<file path="config.mk">
export PLATFORM = sky130hd
export DESIGN_NAME = pipe_hazard_ctrl
export DESIGN_NICKNAME = d
export VERILOG_FILES = /design/src/rtl/pipe_hazard_ctrl_pkg.sv /design/src/rtl/pipe_hazard_ctrl_fwd.sv /design/src/rtl/pipe_hazard_ctrl.sv
export SDC_FILE = /design/constraint.sdc
export NUM_CORES = 1
export LEC_CHECK = 0
export BUFFER_PORTS_ARGS = -buffer_cell sky130_fd_sc_hd__buf_4
export CORE_MARGIN = 5
export CORE_UTILIZATION = 46
export CTS_CLUSTER_DIAMETER = 120
export DETAILED_ROUTE_END_ITERATION = 10
export PLACE_DENSITY_LB_ADDON = 0.3
export RECOVER_POWER = 50
export SLEW_MARGIN = 20
export SYNTH_ARGS = -nofsm -noshare
export SYNTH_HDL_FRONTEND = slang
export SYNTH_SLANG_ARGS = --single-unit
</file>
<file path="constraint.sdc">
create_clock -name clk -period 2.4 [get_ports clk]
set_input_delay 0.48 -clock clk [delete_from_list [all_inputs] [get_ports clk]]
set_output_delay 0.48 -clock clk [all_outputs]
set_load 0.02 [all_outputs]
</file>
<file path="src/rtl/pipe_hazard_ctrl_pkg.sv">
// ---------------------------------------------------------------------------
// pipe_hazard_ctrl_pkg
//   Shared definitions for the Core_Pipe hazard sequencer:
//   - hz_state_e : sequencer states (RUN, LU_STALL, MEM_WAIT, FLUSH, TRAP)
//   - FWD_*      : EX operand forwarding select codes
//   - default values for the drain length and the perf counter width
// ---------------------------------------------------------------------------
package pipe_hazard_ctrl_pkg;

  typedef enum logic [2:0] {
    ST_RUN      = 3'd0,
    ST_LU_STALL = 3'd1,
    ST_MEM_WAIT = 3'd2,
    ST_FLUSH    = 3'd3,
    ST_TRAP     = 3'd4
  } hz_state_e;

  localparam logic [1:0] FWD_RF    = 2'b00;
  localparam logic [1:0] FWD_EXMEM = 2'b01;
  localparam logic [1:0] FWD_MEMWB = 2'b10;

  localparam int TRAP_DRAIN_DEF = 3;
  localparam int CNT_W_DEF      = 16;

endpackage

</file>
<file path="src/rtl/pipe_hazard_ctrl_fwd.sv">
// ---------------------------------------------------------------------------
// pipe_fwd_unit
//   Combinational forwarding select for one EX operand.
//   Ports:
//     i_rs         source register of the operand held in EX
//     i_exmem_rd   dest reg of the instruction in EX/MEM, i_exmem_wr its write enable
//     i_memwb_rd   dest reg of the instruction in MEM/WB, i_memwb_wr its write enable
//     o_sel        00 regfile, 01 EX/MEM, 10 MEM/WB
//   x0 never forwards; the younger producer (EX/MEM) wins on a double hit.
// ---------------------------------------------------------------------------
import pipe_hazard_ctrl_pkg::*;

module pipe_fwd_unit (
  input  logic [4:0] i_rs,
  input  logic [4:0] i_exmem_rd,
  input  logic       i_exmem_wr,
  input  logic [4:0] i_memwb_rd,
  input  logic       i_memwb_wr,
  output logic [1:0] o_sel
);

  always_comb begin
    o_sel = FWD_RF;
    if (i_rs != 5'd0) begin
      if (i_exmem_wr && (i_exmem_rd == i_rs)) begin
        o_sel = FWD_EXMEM;
      end else if (i_memwb_wr && (i_memwb_rd == i_rs)) begin
        o_sel = FWD_MEMWB;
      end
    end
  end

endmodule

</file>
<file path="src/rtl/pipe_hazard_ctrl.sv">
// ---------------------------------------------------------------------------
// pipe_hazard_ctrl
//   Stall / flush / forward sequencer for the 5-stage Core_Pipe.
//   Ports:
//     clk, rst_n                 core clock, async active-low reset
//     i_id_*                     source regs of the ID instruction and their use flags
//     i_ex_rd/wr/load            destination info of the EX instruction
//     i_mem_rd/wr                destination info of the MEM instruction
//     i_mem_access, i_dmem_rdy   data memory handshake of the MEM instruction
//     i_imem_vld                 fetch output valid
//     i_ex_br_vld/taken/pred     resolved branch in EX, actual and predicted outcome
//     i_ex_target, i_ex_pc4      redirect candidates for a mispredict
//     i_trap, i_trap_pc          trap pulse and handler address
//     o_stall_*, o_flush_*       per-stage hold / bubble enables
//     o_fwd_a, o_fwd_b           EX operand forwarding selects
//     o_redirect, o_redirect_pc  PC redirect request
//     o_stall_cnt, o_flush_cnt   saturating performance counters
//   Event priority each cycle: trap > mispredict > dmem wait > load-use > imem invalid.
// ---------------------------------------------------------------------------
import pipe_hazard_ctrl_pkg::*;

module pipe_hazard_ctrl #(
  parameter int TRAP_DRAIN = TRAP_DRAIN_DEF,
  parameter int CNT_W      = CNT_W_DEF
) (
  input  logic             clk,
  input  logic             rst_n,
  input  logic [4:0]       i_id_rs1,
  input  logic [4:0]       i_id_rs2,
  input  logic             i_id_use_rs1,
  input  logic             i_id_use_rs2,
  input  logic [4:0]       i_ex_rd,
  input  logic             i_ex_wr,
  input  logic             i_ex_load,
  input  logic [4:0]       i_mem_rd,
  input  logic             i_mem_wr,
  input  logic             i_mem_access,
  input  logic             i_dmem_rdy,
  input  logic             i_imem_vld,
  input  logic             i_ex_br_vld,
  input  logic             i_ex_taken,
  input  logic             i_ex_pred,
  input  logic [31:0]      i_ex_target,
  input  logic [31:0]      i_ex_pc4,
  input  logic             i_trap,
  input  logic [31:0]      i_trap_pc,
  output logic             o_stall_if,
  output logic             o_stall_id,
  output logic             o_stall_ex,
  output logic             o_stall_mem,
  output logic             o_flush_id,
  output logic             o_flush_ex,
  output logic [1:0]       o_fwd_a,
  output logic [1:0]       o_fwd_b,
  output logic             o_redirect,
  output logic [31:0]      o_redirect_pc,
  output logic [CNT_W-1:0] o_stall_cnt,
  output logic [CNT_W-1:0] o_flush_cnt
);

  // The drain counter holds TRAP_DRAIN-1 down to 0, one TRAP cycle per value.
  localparam int                 DRAIN_W    = (TRAP_DRAIN > 1) ? $clog2(TRAP_DRAIN) : 1;
  localparam logic [DRAIN_W-1:0] DRAIN_INIT = DRAIN_W'(TRAP_DRAIN - 1);

  hz_state_e          state_q, state_d;
  logic [DRAIN_W-1:0] drain_q, drain_d;
  logic [CNT_W-1:0]   stall_cnt_q, stall_cnt_d;
  logic [CNT_W-1:0]   flush_cnt_q, flush_cnt_d;
  logic [4:0]         ex_rs1_q, ex_rs1_d;
  logic [4:0]         ex_rs2_q, ex_rs2_d;
  logic [4:0]         wb_rd_q, wb_rd_d;
  logic               wb_wr_q, wb_wr_d;

  logic mispredict;
  logic mem_busy;
  logic load_use;
  logic stall_any;

  assign mispredict = i_ex_br_vld & (i_ex_taken != i_ex_pred);
  assign mem_busy   = i_mem_access & ~i_dmem_rdy;
  assign load_use   = i_ex_load & i_ex_wr & (i_ex_rd != 5'd0) &
                      ((i_id_use_rs1 & (i_id_rs1 == i_ex_rd)) |
                       (i_id_use_rs2 & (i_id_rs2 == i_ex_rd)));

  // Sequencer: next state and all control outputs. A trap overrides every
  // state. During the trap drain and the memory wait the front of the pipe
  // is either squashed or frozen, so only a new trap is considered there.
  // RUN, LU_STALL and FLUSH share one evaluation; FLUSH suppresses the
  // load-use check because ID holds a squashed instruction, and the imem
  // bubble is only inserted from RUN.
  always_comb begin
    state_d       = state_q;
    drain_d       = drain_q;
    o_stall_if    = 1'b0;
    o_stall_id    = 1'b0;
    o_stall_ex    = 1'b0;
    o_stall_mem   = 1'b0;
    o_flush_id    = 1'b0;
    o_flush_ex    = 1'b0;
    o_redirect    = 1'b0;
    o_redirect_pc = 32'd0;

    if (i_trap) begin
      o_redirect    = 1'b1;
      o_redirect_pc = i_trap_pc;
      o_flush_id    = 1'b1;
      o_flush_ex    = 1'b1;
      state_d       = ST_TRAP;
      drain_d       = DRAIN_INIT;
    end else begin
      case (state_q)
        ST_TRAP: begin
          o_flush_id = 1'b1;
          if (drain_q == '0) begin
            state_d = ST_RUN;
          end else begin
            drain_d = drain_q - DRAIN_W'(1);
          end
        end

        ST_MEM_WAIT: begin
          if (!i_dmem_rdy) begin
            o_stall_if  = 1'b1;
            o_stall_id  = 1'b1;
            o_stall_ex  = 1'b1;
            o_stall_mem = 1'b1;
          end else begin
            state_d = ST_RUN;
          end
        end

        default: begin
          state_d = ST_RUN;
          if (mispredict) begin
            o_redirect    = 1'b1;
            o_redirect_pc = i_ex_taken ? i_ex_target : i_ex_pc4;
            o_flush_id    = 1'b1;
            o_flush_ex    = 1'b1;
            state_d       = ST_FLUSH;
          end else if (mem_busy) begin
            o_stall_if  = 1'b1;
            o_stall_id  = 1'b1;
            o_stall_ex  = 1'b1;
            o_stall_mem = 1'b1;
            state_d     = ST_MEM_WAIT;
          end else if (load_use && (state_q != ST_FLUSH)) begin
            o_stall_if = 1'b1;
            o_stall_id = 1'b1;
            o_flush_ex = 1'b1;
            state_d    = ST_LU_STALL;
          end else if (!i_imem_vld && (state_q == ST_RUN)) begin
            o_flush_id = 1'b1;
          end
        end
      endcase
    end
  end

  // Saturating perf counters: one stall cycle per cycle any stage is held,
  // one flush event per PC redirect.
  assign stall_any = o_stall_if | o_stall_id | o_stall_ex | o_stall_mem;

  always_comb begin
    stall_cnt_d = stall_cnt_q;
    flush_cnt_d = flush_cnt_q;
    if (stall_any && (stall_cnt_q != {CNT_W{1'b1}})) begin
      stall_cnt_d = stall_cnt_q + CNT_W'(1);
    end
    if (o_redirect && (flush_cnt_q != {CNT_W{1'b1}})) begin
      flush_cnt_d = flush_cnt_q + CNT_W'(1);
    end
  end

  // Shadow copies of the pipeline registers needed for forwarding. The EX
  // copy follows the ID sources when EX advances and is emptied when a
  // bubble enters EX. The MEM/WB copy follows the MEM destination unless
  // MEM is held.
  always_comb begin
    ex_rs1_d = ex_rs1_q;
    ex_rs2_d = ex_rs2_q;
    wb_rd_d  = wb_rd_q;
    wb_wr_d  = wb_wr_q;
    if (o_flush_ex) begin
      ex_rs1_d = 5'd0;
      ex_rs2_d = 5'd0;
    end else if (!o_stall_ex) begin
      ex_rs1_d = i_id_rs1;
      ex_rs2_d = i_id_rs2;
    end
    if (!o_stall_mem) begin
      wb_rd_d = i_mem_rd;
      wb_wr_d = i_mem_wr;
    end
  end

  // State register; reset discards any pending drain or memory wait.
  always_ff @(posedge clk or negedge rst_n) begin
    if (!rst_n) begin
      state_q     <= ST_RUN;
      drain_q     <= '0;
      stall_cnt_q <= '0;
      flush_cnt_q <= '0;
      ex_rs1_q    <= 5'd0;
      ex_rs2_q    <= 5'd0;
      wb_rd_q     <= 5'd0;
      wb_wr_q     <= 1'b0;
    end else begin
      state_q     <= state_d;
      drain_q     <= drain_d;
      stall_cnt_q <= stall_cnt_d;
      flush_cnt_q <= flush_cnt_d;
      ex_rs1_q    <= ex_rs1_d;
      ex_rs2_q    <= ex_rs2_d;
      wb_rd_q     <= wb_rd_d;
      wb_wr_q     <= wb_wr_d;
    end
  end

  assign o_stall_cnt = stall_cnt_q;
  assign o_flush_cnt = flush_cnt_q;

  pipe_fwd_unit u_fwd_a (
    .i_rs       (ex_rs1_q),
    .i_exmem_rd (i_mem_rd),
    .i_exmem_wr (i_mem_wr),
    .i_memwb_rd (wb_rd_q),
    .i_memwb_wr (wb_wr_q),
    .o_sel      (o_fwd_a)
  );

  pipe_fwd_unit u_fwd_b (
    .i_rs       (ex_rs2_q),
    .i_exmem_rd (i_mem_rd),
    .i_exmem_wr (i_mem_wr),
    .i_memwb_rd (wb_rd_q),
    .i_memwb_wr (wb_wr_q),
    .o_sel      (o_fwd_b)
  );

endmodule

</file>
After elaboration in Yosys (flattened, before gate mapping) --
Index checks and enable logic that the tools add are counted.
Word-level totals: flip-flop bits (word level) 53, output and inout bits 75, bits of input ports 130, logic and storage cells 103
Cells by class: reductions and logical operators 18, muxes and demuxes 47, bitwise operators 11, add/sub/neg operators 3, eq/ne operators 16
Operators with widths (count):
- $mux 32 | 4
- $add 16x1->16 const B | 2
- $ne 16x16->1 const B | 2
- $eq 5x5->1 | 6
- $mux 2 | 11
- $mux 1 | 21
- $mux 5 | 4
- $reduce_bool 5->1 | 3
- $mux 3 | 3
- $logic_and 1x1->1 | 8
- $and 1x1->1 | 7
- $ne 3x3->1 const B | 2
- $pmux 1 s2 | 3
- $pmux 3 s2 | 1
- $reduce_and 2->1 | 2
- $eq 3x2->1 const B | 1
- $eq 3x3->1 const B | 1
- $logic_not 3->1 | 1
- $ne 3x2->1 const B | 1
- $or 1x1->1 | 3
- $logic_not 2->1 | 1
- $ne 2x1->1 const B | 1
- $ne 2x2->1 const B | 1
- $reduce_bool 2->1 | 1
- 5 further kinds | 5

Logic depth before layout (Yosys ltp) --
Gate-level depths: netlist of the first run.
depth in word-level cells 13, mapped depth 8, mapped depth without buffers 7

By module --
Synthesis of the first run repeated with hierarchy kept, for this count alone.
Second synthesis, totals: cells, all modules 412, area total of the unflattened synthesis 3703.6 um^2
By module, submodules not included:
- pipe_hazard_ctrl | area an instance 3433.3 um^2, sequential area each 1326.3 um^2, cells each 376, times used 1
- pipe_fwd_unit | area an instance 135.1 um^2, sequential area each 0.0 um^2, cells each 18, times used 2

Least setup slack after synthesis of the first run --
OpenSTA, ideal clock, no wires.
kind input to output, start point in i_ex_taken, end point out o_redirect_pc[10], cell stages on the path 5, path slack 0.039 ns, required time 1.920 ns, buffers on the path 2, arrival 1.881 ns, cells stage by stage buf_4 > xor2_2 > o211ai_1 > clkbuf_1 > o31ai_1
Between the ends: word-level cells in the longest chain between the ends 5, elaborated cells between the ends (all ways) 6, those cells by class eq/ne (1); mux (4); bitwise (1)
RTL lines:
- start: declaration | line pipe_hazard_ctrl.sv:41 | input logic i_ex_taken,
- $ne 1x1->1 | line pipe_hazard_ctrl.sv:79 | assign mispredict = i_ex_br_vld & (i_ex_taken != i_ex_pred);
- $and 1x1->1 | line pipe_hazard_ctrl.sv:79
- $mux 32 (*) | line pipe_hazard_ctrl.sv:134 | if (mispredict) begin
- $mux 32 (*) | line pipe_hazard_ctrl.sv:111 | case (state_q)
- $mux 32 (*) | line pipe_hazard_ctrl.sv:103 | if (i_trap) begin
- end: declaration | line pipe_hazard_ctrl.sv:56 | output logic [31:0] o_redirect_pc,
Mark *: on every way between the ends. The rest lies on a longest branch, timed or not.

Worst setup path in the final report of the first run --
start point reg state_q[1], end point out o_stall_mem
Between the ends: word-level cells in the longest chain between the ends 3, elaborated cells between the ends (all ways) 4, those cells by class eq/ne (2); mux (2)
RTL lines:
- start: declaration | line pipe_hazard_ctrl.sv:65 | hz_state_e state_q, state_d;
- start signal: assignment | line pipe_hazard_ctrl.sv:208 | state_q <= state_d;
- $eq 3x2->1 / $eq 3x3->1 (equally long branches) | line pipe_hazard_ctrl.sv:111
- $pmux 1 s2 (*) | line pipe_hazard_ctrl.sv:111
- $mux 1 (*) | line pipe_hazard_ctrl.sv:103
- end: declaration | line pipe_hazard_ctrl.sv:50 | output logic o_stall_mem,
Marked as above.

==> metrics.cfg, run 1 <==
[outcome]
status=finished clean

[timing]
post-route-period-util_pct=99.7
fmax_mhz=418
worst_hold_slack_ps=414
hold_viol=0
skew_ps=14.5
slew_headroom_pct=13.4
tns_ps=0
fin_crit_ps=2390
final-setup-viol-count=0
worst_pin_slew_ps=1300
fin_ws_ps=7.27
report.final.slew_viol_count=0
rsz0062_at_grt=true

[global_routing]
grt_antenna_before_repair=0
grt_use_met2_pct=40.8
grt_overflow_total=0
grt_pass1_wl_mm=18.7
grt_max_degree=54
grtUsageMet3_pct=4.98
grt_pass1_vias=3754
top_usage_layer=met2
use_met1_pct=27.9
grt_usage_pct=22.7

[floorplan]
coreArea_mm2=0.00813
die_x_um=101
io_pins=205
dieArea_mm2=0.0102
start_util_pct=46.7
rows=33
die_h_um=101

[drt]
dr.first_iter.drc_count=182
wirelength_mm=12.1
drt_first_pass_iters=4
drc=0
wl_per_cell_um=17.0
vias_per_cell=5.33
drtAntennaViolNets=0
vias=3789

[pwr]
p_leak_nw=2.62
p_switching_mw=1.33
power_mw=3.36
comb_power_share_pct=46.8
ir_worst_vdd_mv=0.544
powerDensity_mw_per_mm2=604
pwr-share-clk_pct=16.5
swShare_pct=39.5
seq_power_share_pct=36.7
p_int_mw=2.03

[synthesis]
post_synth_instance_area_mm2=0.00380
ys.warnings.count=0
synth_top_area_share_pct=34.9
synth.ff_latch_count=53
syn_inst=401
ys_async_sr_fraction_pct=100
yosysTopAreaCell=dfrtp_1
synth_nets=534
syn-mean-instance-area_um2=9.48
yosys-top-cells-area=dfrtp_1, mux2i_1, xnor2_1
synth-main-ff-cell=dfrtp_1
synth_edf_count=0
seq_area_frac_synth_pct=34.9
synthDistinctLibCells=55

[finish]
fin_cells=711
drive_gt1_share_pct=38.3
final_core_util_pct=68.4
syn2layout_area_growth_pct=46.4
diodes=0
fin_area_mm2=0.00556
nFillCells=686
num-nets-final=738

[clock_network]
cts_buffer_depth=2
insertion_delay_ps=320
clock-root-buffer=clkbuf_8
cts_tree=yes
clk_pin_slew_ps=110
clock-sinks=53
numCtsBuffers=5
cts.htree.levels=2

[worst_setup_path]
required_ps=1920
start_kind=flip-flop
arrival_ps=1910
cp_slowest_cell=dfrtp_2
cp_max_fo=6
crit_chain=buf_4, xor2_2, a22oi_1, nor3_4, buf_4
max_stage_delay_ps=470
crit_type=flip-flop to output pin
cp-end-kind=output pin
cp_common_cell=buf_4

[job]
maxCapViolations=0

[placement]
hpwl_mm=9.44
dp.cells=695
port_buffers=204
gp_congestion=0.872
dpl_cell_area_mm2=0.00542
pre_cts_ws_ps=103

[hold_path]
hp-class=input pin to flip-flop

cell type report:
cell class / count / area, um2 / area share, %
Inverter: 9 / 33.8 / 0.607
Sequential cell: 53 / 1330 / 23.9
Clock buffer: 5 / 68.8 / 1.24
Timing Repair Buffer: 221 / 1580 / 28.5
Clock inverter: 3 / 28.8 / 0.517
Tap cell: 105 / 131 / 2.36
Multi-Input combinational cell: 315 / 2380 / 42.9
metal layers:
metal | wire length [um] | share of wire, % | vias to the layer above
li1 | - | - | 1825
met5 | 0 | 0 | -
met4 | 199 | 1.6 | 0
met2 | 6130 | 51 | 147
met3 | 875 | 7.3 | 18
met1 | 4870 | 40 | 1799
final timing paths:
check                      slack [ps]                    endpoint                       start  depth (start not counted)
hold / removal                    410         wb_wr_q$_DFFE_PN0N_                    i_mem_wr                          2
setup / recovery                    7                 o_stall_mem      state_q[1]$_DFFE_PN0P_                          5
setup reg to reg                  330      wb_rd_q[4]$_DFFE_PN0N_      state_q[1]$_DFFE_PN0P_                          6
min in group asynchronous         430         wb_wr_q$_DFFE_PN0N_                       rst_n                          1
max in group asynchronous        1080      state_q[2]$_DFFE_PN0P_                       rst_n                          1
hold reg to reg                   500  o_flush_cnt[4]$_DFFE_PN0P_  o_flush_cnt[4]$_DFFE_PN0P_                          1
power groups by stage:
stage	Combinational (mW)	Sequential, mW	Clock, mW
floorplan	0.864	1.31	0
global placement	1.48	1.25	0
detailed placement	1.52	1.26	0
CTS	1.54	1.25	0.567
global route	1.71	1.26	0.608
finish	1.57	1.23	0.554
flip-flops by register name (all words and copies together), names as in the netlist:
name and flops:
drain_q 2, o_stall_cnt 16, wb_wr_q 1, wb_rd_q 5, ex_rs2_q 5, state_q 3
ex_rs1_q 5, o_flush_cnt 16
Yosys cell counts, drive strengths merged (2+ instances only):
| master | n |
|---|---|
| clkbuf | 12 |
| a22oi | 2 |
| nand4 | 9 |
| o31ai | 32 |
| nor2b | 4 |
| nor4 | 3 |
| mux2i | 42 |
| o21ai | 3 |
| nor2 | 23 |
| o221ai | 2 |
| nor3b | 2 |
| and3 | 6 |
| buf | 12 |
| nand3 | 10 |
| dfrtp | 53 |
| a21o | 2 |
| nand2 | 56 |
| mux2 | 8 |
| o211ai | 3 |
| o22ai | 2 |
| nor3 | 6 |
| and4 | 5 |
| ha | 3 |
| xor2 | 16 |
| and2 | 2 |
| or4 | 2 |
| nand3b | 3 |
| inv | 9 |
| xnor2 | 48 |
| a21oi | 5 |
cells by family after synthesis:
family	share of synthesized area (%)
simple gates	19.3
mux	13.5
buf+inv	4.44
fa+ha+maj	0.988
flops	34.9
xor+xnor	15.1
compound gates	11.7
cells in the final DEF (no fill, tap or decap), types with 3 or more instances in the layout:
master	netlist	routed
xnor2_1	48	47
nor2_1	23	22
nor3_1	4	4
nand4_1	9	9
a21oi_1	5	4
ha_1	3	3
clkbuf_8	0	5
inv_1	9	9
and3_1	6	6
buf_4	5	182
o31ai_1	32	29
nor4_1	3	3
o211ai_1	3	3
mux2_2	7	7
nand3b_1	3	3
clkbuf_1	12	32
mux2i_1	42	42
and4_1	5	5
xor2_1	14	14
o31ai_2	0	3
dfrtp_2	0	4
nand3_1	10	10
nand2_1	56	56
dfrtp_1	53	49
critical path, delay by kind of cell (launching register included):
| family | cells | cell delay [ps] |
|---|---|---|
| XOR/XNOR | 1 | 190 |
| AO/OA/AOI/OAI | 1 | 190 |
| buffers and inverters | 2 | 390 |
| AND/OR/NAND/NOR | 1 | 370 |
| flip-flops | 1 | 470 |
timing repair:
action / in CTS / in global routing
buffers inserted: 1 / 7
pin swaps: 1 / 5
setup endpoints to repair: 19 / 31
resized for setup: 5 / 18
endpoints found under the hold margin: 0 / 0
hold buffers: 0 / 0
cloned: 0 / 0
No activity file was read; power rests on OpenSTA's default activity.
==> inputs of run 2 (changes only) <==
Settings changed: CORE_UTILIZATION 46 to 28, CTS_CLUSTER_SIZE set to 12.
==> metrics.cfg, run 2 (synthesis gave the netlist of run 1 again) <==
[pwr]
ir_worst_vdd_mv=0.398  ; -27%
power_mw=3.50  ; +4.3%
powerDensity_mw_per_mm2=619  ; +2.4%
p_leak_nw=2.64  ; +0.93%

[finish]
diodes=0  ; unchanged
fin_area_mm2=0.00566  ; +1.8%
fin_cells=783  ; +10%
drive_gt1_share_pct=38.6  ; +0.27 points
final_common_cell=buf_4
syn2layout_area_growth_pct=49.0
num-nets-final=739  ; +0.14%
layout_common_cells=buf_4, nand2_1, dfrtp_1

[global_routing]
grt_pass1_vias=3788  ; +0.91%
grt_max_degree=54  ; unchanged
grt_pass1_wl_mm=20.2  ; +7.7%
grt_use_met2_pct=24.8  ; -16 points
use_met1_pct=20.7  ; -7.1 points
grt_overflow_total=0  ; unchanged
top_usage_layer=met2
grt_usage_pct=15.4  ; -7.4 points
grtUsageMet3_pct=4.25  ; -0.74 points
grt_antenna_before_repair=0  ; unchanged

[clock_network]
cts_buffer_depth=2  ; unchanged
clock-root-buffer=clkbuf_16
clock-sinks=53  ; unchanged
hold_buffers=0  ; unchanged
clk_pin_slew_ps=80  ; -30 ps
insertion_delay_ps=300  ; -20 ps
numCtsBuffers=5  ; unchanged
cts.htree.levels=2  ; unchanged
cts_tree=yes

[timing]
skew_ps=6.87  ; -7.62 ps
slew_headroom_pct=9.74  ; -3.7 points
fin_crit_ps=2370  ; -19.1 ps
report.final.slew_viol_count=0  ; unchanged
worst_pin_slew_ps=1350  ; +55.0 ps
post-route-period-util_pct=98.9  ; -0.80 points
fmax_mhz=421  ; +0.81%
hold_viol=0  ; unchanged
rsz0062_at_grt=true
final-setup-viol-count=0  ; unchanged
tns_ps=0  ; unchanged
worst_hold_slack_ps=436  ; +21.6 ps

[floorplan]
die_x_um=126  ; +25%
start_util_pct=28.6  ; -18 points
die_h_um=126  ; +25%
io_pins=205  ; unchanged
coreArea_mm2=0.0133  ; +63%
dieArea_mm2=0.0160  ; +57%
rows=42  ; +27%

[worst_setup_path]
crit_type=flip-flop to output pin
required_ps=1920  ; about the same
cp-end-kind=output pin
r2r_cells=9  ; +3
r2r-end=o_stall_cnt[7]$_DFFE_PN0P_
worst-r2r-setup-slack_ps=250  ; -80 ps
start_kind=flip-flop
arrival_ps=1890  ; -20 ps
cp_max_fo=6  ; unchanged
r2r-start=state_q[1]$_DFFE_PN0P_

[drt]
drtAntennaViolNets=0  ; unchanged
vias_per_cell=4.81  ; -9.8%
dr.first_iter.drc_count=210  ; +15%
wl_per_cell_um=16.5  ; -3.0%
drc=0  ; unchanged
wirelength_mm=12.9  ; +6.9%
drt_first_pass_iters=4  ; unchanged
vias=3763  ; -0.69%

[placement]
gp_congestion=0.945  ; +8.4%
dpl_cell_area_mm2=0.00553  ; +2.1%
hpwl_mm=10.3  ; +9.0%
dp.cells=769  ; +11%
port_buffers=204  ; unchanged

[hold_path]
hold_path.startpoint=i_mem_wr
hold_depth=2  ; unchanged
hold_end=wb_wr_q$_DFFE_PN0N_
hp-class=input pin to flip-flop

[job]
maxCapViolations=0  ; unchanged

[outcome]
status=finished clean

==> run 2: critical path, cell delays in order (launching register included) <==
cell	delay, ps
dfrtp_2	440
buf_6	130
or3b_1	330
a21oi_1	140
o221ai_1	120
o21ba_4	280
buf_4	150
==> run 2: through the flow <==
stage / util [%] / worst slack (ps)
after floorplan: - / 39.4
after global placement: 41.6 / 55.5
after detailed placement: 41.6 / 96.0
after CTS: 42.9 / 2.27
after global routing: 42.6 / -59.0
final: 42.6 / 26.4
==> run 2: worst max path at each step <==
stage	startpoint	endpoint	slack [ps]	depth (start not counted)
floorplan	i_ex_taken	o_redirect_pc[10]	40	5
global placement	i_ex_rd[2]	o_flush_id	60	9
detailed placement	i_ex_rd[2]	o_flush_id	100	9
CTS	state_q[2]$_DFFE_PN0P_	o_redirect_pc[17]	2	5
global route	state_q[1]$_DFFE_PN0P_	o_stall_id	-60	5
finish	state_q[1]$_DFFE_PN0P_	o_stall_id	30	6
==> run 2: where the power goes <==
part           internal [mW]  switching (mW)
logic                  0.732           0.780
clock network          0.395           0.353
registers               1.05           0.191
==> run 2: per-layer routing <==
| layer | share of wire, % | routed length, um | vias up |
|---|---|---|---|
| li1 | - | - | 1822 |
| met1 | 42 | 5460 | 1813 |
| met2 | 48 | 6240 | 109 |
| met3 | 7.4 | 953 | 19 |
| met4 | 1.8 | 235 | 0 |
| met5 | 0 | 0 | - |
==> run 2: area by class of cell <==
class                   instances  area, um2
inverters                       9       33.8
flip-flops and latches         53       1330
multi-input cells             315       2350
well taps                     176        220
repair buffers                222       1570
clock buffers                   5        125
fillers                      1385       7630
clock inverters                 3       25.0
==> run 2: repair_timing <==
item / CTS / global route
setup endpoints to repair: 11 / 21
gates resized for setup: 4 / 14
buffers inserted: 2 / 4
pin swaps: 1 / 2
